===== config.mk =====
export PLATFORM = sky130hd
export DESIGN_NAME = qostbc_enc
export DESIGN_NICKNAME = d
export VERILOG_FILES = /design/src/rtl/qostbc_enc.sv
export SDC_FILE = /design/constraint.sdc
export NUM_CORES = 1
export LEC_CHECK = 0
export ABC_AREA = 1
export CORE_UTILIZATION = 35
export DETAILED_ROUTE_END_ITERATION = 7
export PLACE_DENSITY_LB_ADDON = 0.25
export SETUP_SLACK_MARGIN = 0.15
export SLEW_MARGIN = 40
export SYNTH_ARGS = -nofsm -noshare
export SYNTH_HDL_FRONTEND = slang
export SYNTH_SLANG_ARGS = --single-unit

===== constraint.sdc =====
create_clock -name clk -period 1.83 [get_ports clk]
set_input_delay 0.366 -clock clk [delete_from_list [all_inputs] [get_ports clk]]
set_output_delay 0.366 -clock clk [all_outputs]
set_load 0.01 [all_outputs]

===== src/rtl/qostbc_enc.sv =====
// Quasi-orthogonal space-time block encoder: one 8-bit QPSK group in, four time slots of four antenna lanes out.
// Optional macro QOSTBC_ENC_B2B_EN lets a new group load while slot 3 is handed off, so blocks run back to back.
module qostbc_enc (
    input  logic        clk,
    input  logic        rst,
    input  logic        in_valid,
    output logic        in_ready,
    input  logic [7:0]  in_sym,
    output logic        out_valid,
    input  logic        out_ready,
    output logic [63:0] out_r,
    output logic [63:0] out_i,
    output logic [1:0]  out_slot,
    output logic        out_last
);
    // state | meaning
    // IDLE  | waiting for a symbol group, in_ready high
    // EMIT  | presenting slot rows 0..3, out_valid high
    typedef enum logic {IDLE, EMIT} state_t;

    state_t       state, state_d;
    logic [1:0]   slot, slot_d;
    logic [7:0]   sym, sym_d;
    logic         rdy_en;
    logic         accept, advance, load;
    logic [7:0]   row_sym;
    logic [1:0]   row_slot;
    logic [127:0] row;

    function automatic logic [15:0] qmap(input logic b);
        return b ? 16'hFF80 : 16'h0080;
    endfunction

    function automatic logic [15:0] neg(input logic [15:0] x);
        return ~x + 16'd1;
    endfunction

    // Returns {real lanes ant0..3, imag lanes ant0..3} for slot t.
    function automatic logic [127:0] slot_row(input logic [7:0] s, input logic [1:0] t);
        logic [15:0] r1, r2, r3, r4, i1, i2, i3, i4;
        r1 = qmap(s[0]); i1 = qmap(s[1]);
        r2 = qmap(s[2]); i2 = qmap(s[3]);
        r3 = qmap(s[4]); i3 = qmap(s[5]);
        r4 = qmap(s[6]); i4 = qmap(s[7]);
        case (t)
            2'd0:    return {r1, r2, r3, r4, i1, i2, i3, i4};
            2'd1:    return {neg(r2), r1, neg(r4), r3, i2, neg(i1), i4, neg(i3)};
            2'd2:    return {neg(r3), neg(r4), r1, r2, i3, i4, neg(i1), neg(i2)};
            default: return {r4, neg(r3), neg(r2), r1, i4, neg(i3), neg(i2), i1};
        endcase
    endfunction

    always_ff @(posedge clk or negedge rst) begin
        if (!rst) begin
            state  <= IDLE;
            slot   <= 2'd0;
            sym    <= 8'd0;
            rdy_en <= 1'b0;
            out_r  <= 64'd0;
            out_i  <= 64'd0;
        end else begin
            state  <= state_d;
            slot   <= slot_d;
            sym    <= sym_d;
            rdy_en <= 1'b1;
            if (load) begin
                out_r <= row[127:64];
                out_i <= row[63:0];
            end
        end
    end

    always_comb begin
        state_d   = state;
        slot_d    = slot;
        sym_d     = sym;
        load      = 1'b0;
        row_sym   = sym;
        row_slot  = slot + 2'd1;
        out_valid = (state == EMIT);
        out_slot  = slot;
        out_last  = (state == EMIT) && (slot == 2'd3);
`ifdef QOSTBC_ENC_B2B_EN
        in_ready  = rdy_en && ((state == IDLE) || (slot == 2'd3 && out_ready));
`else
        in_ready  = rdy_en && (state == IDLE);
`endif
        accept    = in_valid && in_ready;
        advance   = out_valid && out_ready;

        if (accept) begin
            state_d  = EMIT;
            slot_d   = 2'd0;
            sym_d    = in_sym;
            row_sym  = in_sym;
            row_slot = 2'd0;
            load     = 1'b1;
        end else if (advance) begin
            if (slot == 2'd3) begin
                state_d = IDLE;
                slot_d  = 2'd0;
            end else begin
                slot_d = slot + 2'd1;
                load   = 1'b1;
            end
        end
        row = slot_row(row_sym, row_slot);
    end
endmodule


==> impl_results.md <==
* Vias in the first global route at 1351
* Endpoint type of the worst setup path: primary output
* Die area at between 6000 and 7000 um2
* Reg2reg start: out_slot[1]
* Sequential element share of the synthesized area at 25.15%
* Clk_lat worst skew at 270 ps
* Final period utilization at about 91%
* Max-cap violations at 0
* Post-route design area at around 2600 um2
* Buffers on Ports at just under 90
* Setup TNS at 0 ps
* Non-Filler Instances at approximately 400
* Crit-path cells: buf_4, clkdlybuf4s50_1
* FMAX at about 0.60 GHz
* Placed insts at roughly 380
* Final setup fails at 0
* Post-synthesis mux area share at 0%
* Total track usage at between 10% and 20%
* Buf/Inv on CP at 2
* H-tree depth at 1
* Worst Path Arrival at 1290 ps
* CP required at 1460 ps
* Reg2reg path depth at 6
* ANT nets after route at 0
* Antenna cells at 0
* Final Hold Viols at 0
* Main area contributors after synthesis: buf_4 43%, dfrtp_1 25%, nand2_1 11%, nand2_2 2.4%, nand4_1 2.4%
* Synthesized flop and latch total at 21
* Largest net degree at the start of global routing at 22
* Worst path slowest cell: clkdlybuf4s50_1
* Die width at about 79 um
* Initial Util at between 30 and 40%
* # fillers at ~570
* Residual DRC count at 0
* Top cells by count, synth: 119 x buf_4, 64 x nand2_1, 21 x dfrtp_1
* Critical path peak fanout at 5
* Syn Area/Cell at 7.357 um2
* R2r setup slk at about 320 ps
* RSZ-0062 raised after global routing: yes
* Yosys warns at 0
* Cell variety after synth at 22
* DRT iter0 DRCs at 80
* Leakage at around 1.3 nW
* Synth Area in Compound Gates at under 10%
* Top Family by Delay on Critical Path: buffers and inverters
* # rows at 27
* Worst min path class: primary input to asynchronous set/reset pin
* Critical Path Start Type: flip-flop
* Async S/R FF share, synth at 100.0%
* Layout cell share with drive strength beyond 1 at roughly 16%
* Vias/cell at about 4.1
* Most common cell in the netlist: buf_4
* Reg-to-reg endpoint: out_r[31]
* Hold buffers post-CTS at 0
* Layout Skew at ~7 ps
* CTS buffer count at 3
* CP Class: flip-flop to primary output
* Status: finished, final reports clean
* Hpwl dp at ~3100 um
* Post-synthesis cell area at around 2100 um2
* Top-area cell type share of the netlist area at a little over two fifths
* Core box area at 5642 um2
* Post-synth EDFFs at 0
* Clock transition at path regs at ~80 ps
* Max IR drop VDD at between 600 and 700 uV
* Vias at roughly 1600
* Grt ovf at 0
* Post-Synth Simple-Gate Area at roughly 22%
* Root buf cell: clkbuf_8
* Io pins at roughly 150
* Clock Path Buffers at 2
* Final core occ at 45.38%
* P&R area growth vs syn at 22.52%
* Die height at ~80 um
* CP max stage delay at approximately 480 ps
* Routability cong. at 0.7729
* Cell taking the most area after synthesis: buf_4
* First-pass GRT wire length at about 6600 um
* Crit path time final at about 1700 ps
* First-pass DRT Iterations at 4
* Main combinational cell family by area after synthesis: buffers and inverters
* CTS tree: done
* Adder-Cell Fraction of Synth Area at 0.5988%
* Pwr dens at ~1700 nW/um2
* Initial antenna violation count at 0
* Slew Viols, Final at 0
* Total clock sinks at 21
* Top_reg_cell synth: dfrtp_1
* Final WL at 4292 um
* # nets final at about 340
* Area after DPL at approximately 2400 um2
* Avg WL per Cell at ~11 um
* Mapped Cells at around 280
* Xor-xnor portion of the synthesized cell area at 0%
-- how the worst max path moves through the flow --
stage,cells after the start,end,from
after floorplan,6,out_r[31],out_slot[0]
after global placement,7,out_i[62],in_valid
after detailed placement,7,out_r[15],in_valid
after CTS,2,out_slot[0],out_slot[0]
after global routing,1,out_r[63],out_r[62]
final,2,out_i[43],out_i[47]
-- repair_timing --
action | CTS | global route
setup buffers | 3 | 6
pin swaps | 0 | 1
resized for setup | 13 | 10
gates cloned | 0 | 3
endpoints found under the setup margin | 74 | 48
-- worst reg2reg max path, cell delays in order (launching register included) --
cell and delay, ps:
dfrtp_1 400, ha_2 430, nand3_2 100, inv_1 220, a21oi_1 100, o21ai_1 90
nand2_1 60
-- cell usage in the layout, fill, tap and decap left out, drive strengths merged --
cell           netlist  layout
a21oi                9       9
buf                124      14
clkbuf               0       4
clkdlybuf4s50        0      81
clkinv               0       1
clkinvlp             0       2
conb                 2      57
dfrtp               21      21
dlygate4sd2          0       2
dlymetal6s2s         0       5
ha                   1       1
inv                 12      11
nand2               72      72
nand3                9      11
nand4                8       8
nor2                13      13
o211ai               1       1
o21ai               11      11
or2                  1       1
-- cells by family after synthesis --
family,Yosys count
buffers and inverters,136
adders and majority gates,1
AOI/OAI and AO/OA,21
other,2
and+or+nand+nor,103
DFF,21
-- area by class of cell --
class | count | area [um2] | share of cell area, %
flip-flops and latches | 21 | 538.0 | 21.02
repair inverters | 1 | 7.507 | 0.2933
inverters | 12 | 48.80 | 1.906
clock inverters | 1 | 5.005 | 0.1955
repair buffers | 103 | 1001 | 39.10
well taps | 72 | 90.09 | 3.519
multi-input cells | 184 | 828.3 | 32.36
clock buffers | 3 | 41.29 | 1.613
-- where the power goes --
part | total, mW | leakage, nW | switching [mW] | internal, mW
Combinational | 3.19 | 1.03 | 1.57 | 1.63
Clock | 0.313 | 0.0255 | 0.161 | 0.152
Sequential | 0.898 | 0.246 | 0.216 | 0.682
-- metal layers --
metal / vias to the layer above / track usage, % / share of wire, % / wire length [um]
met3: 3 / 2.299 / 8.7 / 374
met4: 0 / 2.727 / 0.65 / 28
met1: 739 / 16.83 / 41 / 1753
li1: 799 / - / - / -
met2: 102 / 22.76 / 50 / 2134
met5: - / 0 / 0 / 0
-- through the flow --
step / hold slack, ps / worst slack [ps] / power (mW)
after floorplan: 70.41 / 307.3 / 3.120
after global placement: 495.7 / -38.77 / 3.914
after detailed placement: 499.2 / -89.15 / 3.935
after CTS: 460.4 / 147.6 / 4.312
after global routing: 468.9 / 114.9 / 4.802
final: 439.9 / 172.8 / 4.407
-- sequential cells by signal, indices dropped and copies added, names as in the netlist --
name       flops
out_i          5
out_r          4
out_slot       2
out_valid      1
rdy_en         1
sym            8
Note: power is estimated with default switching activity, not from simulation.
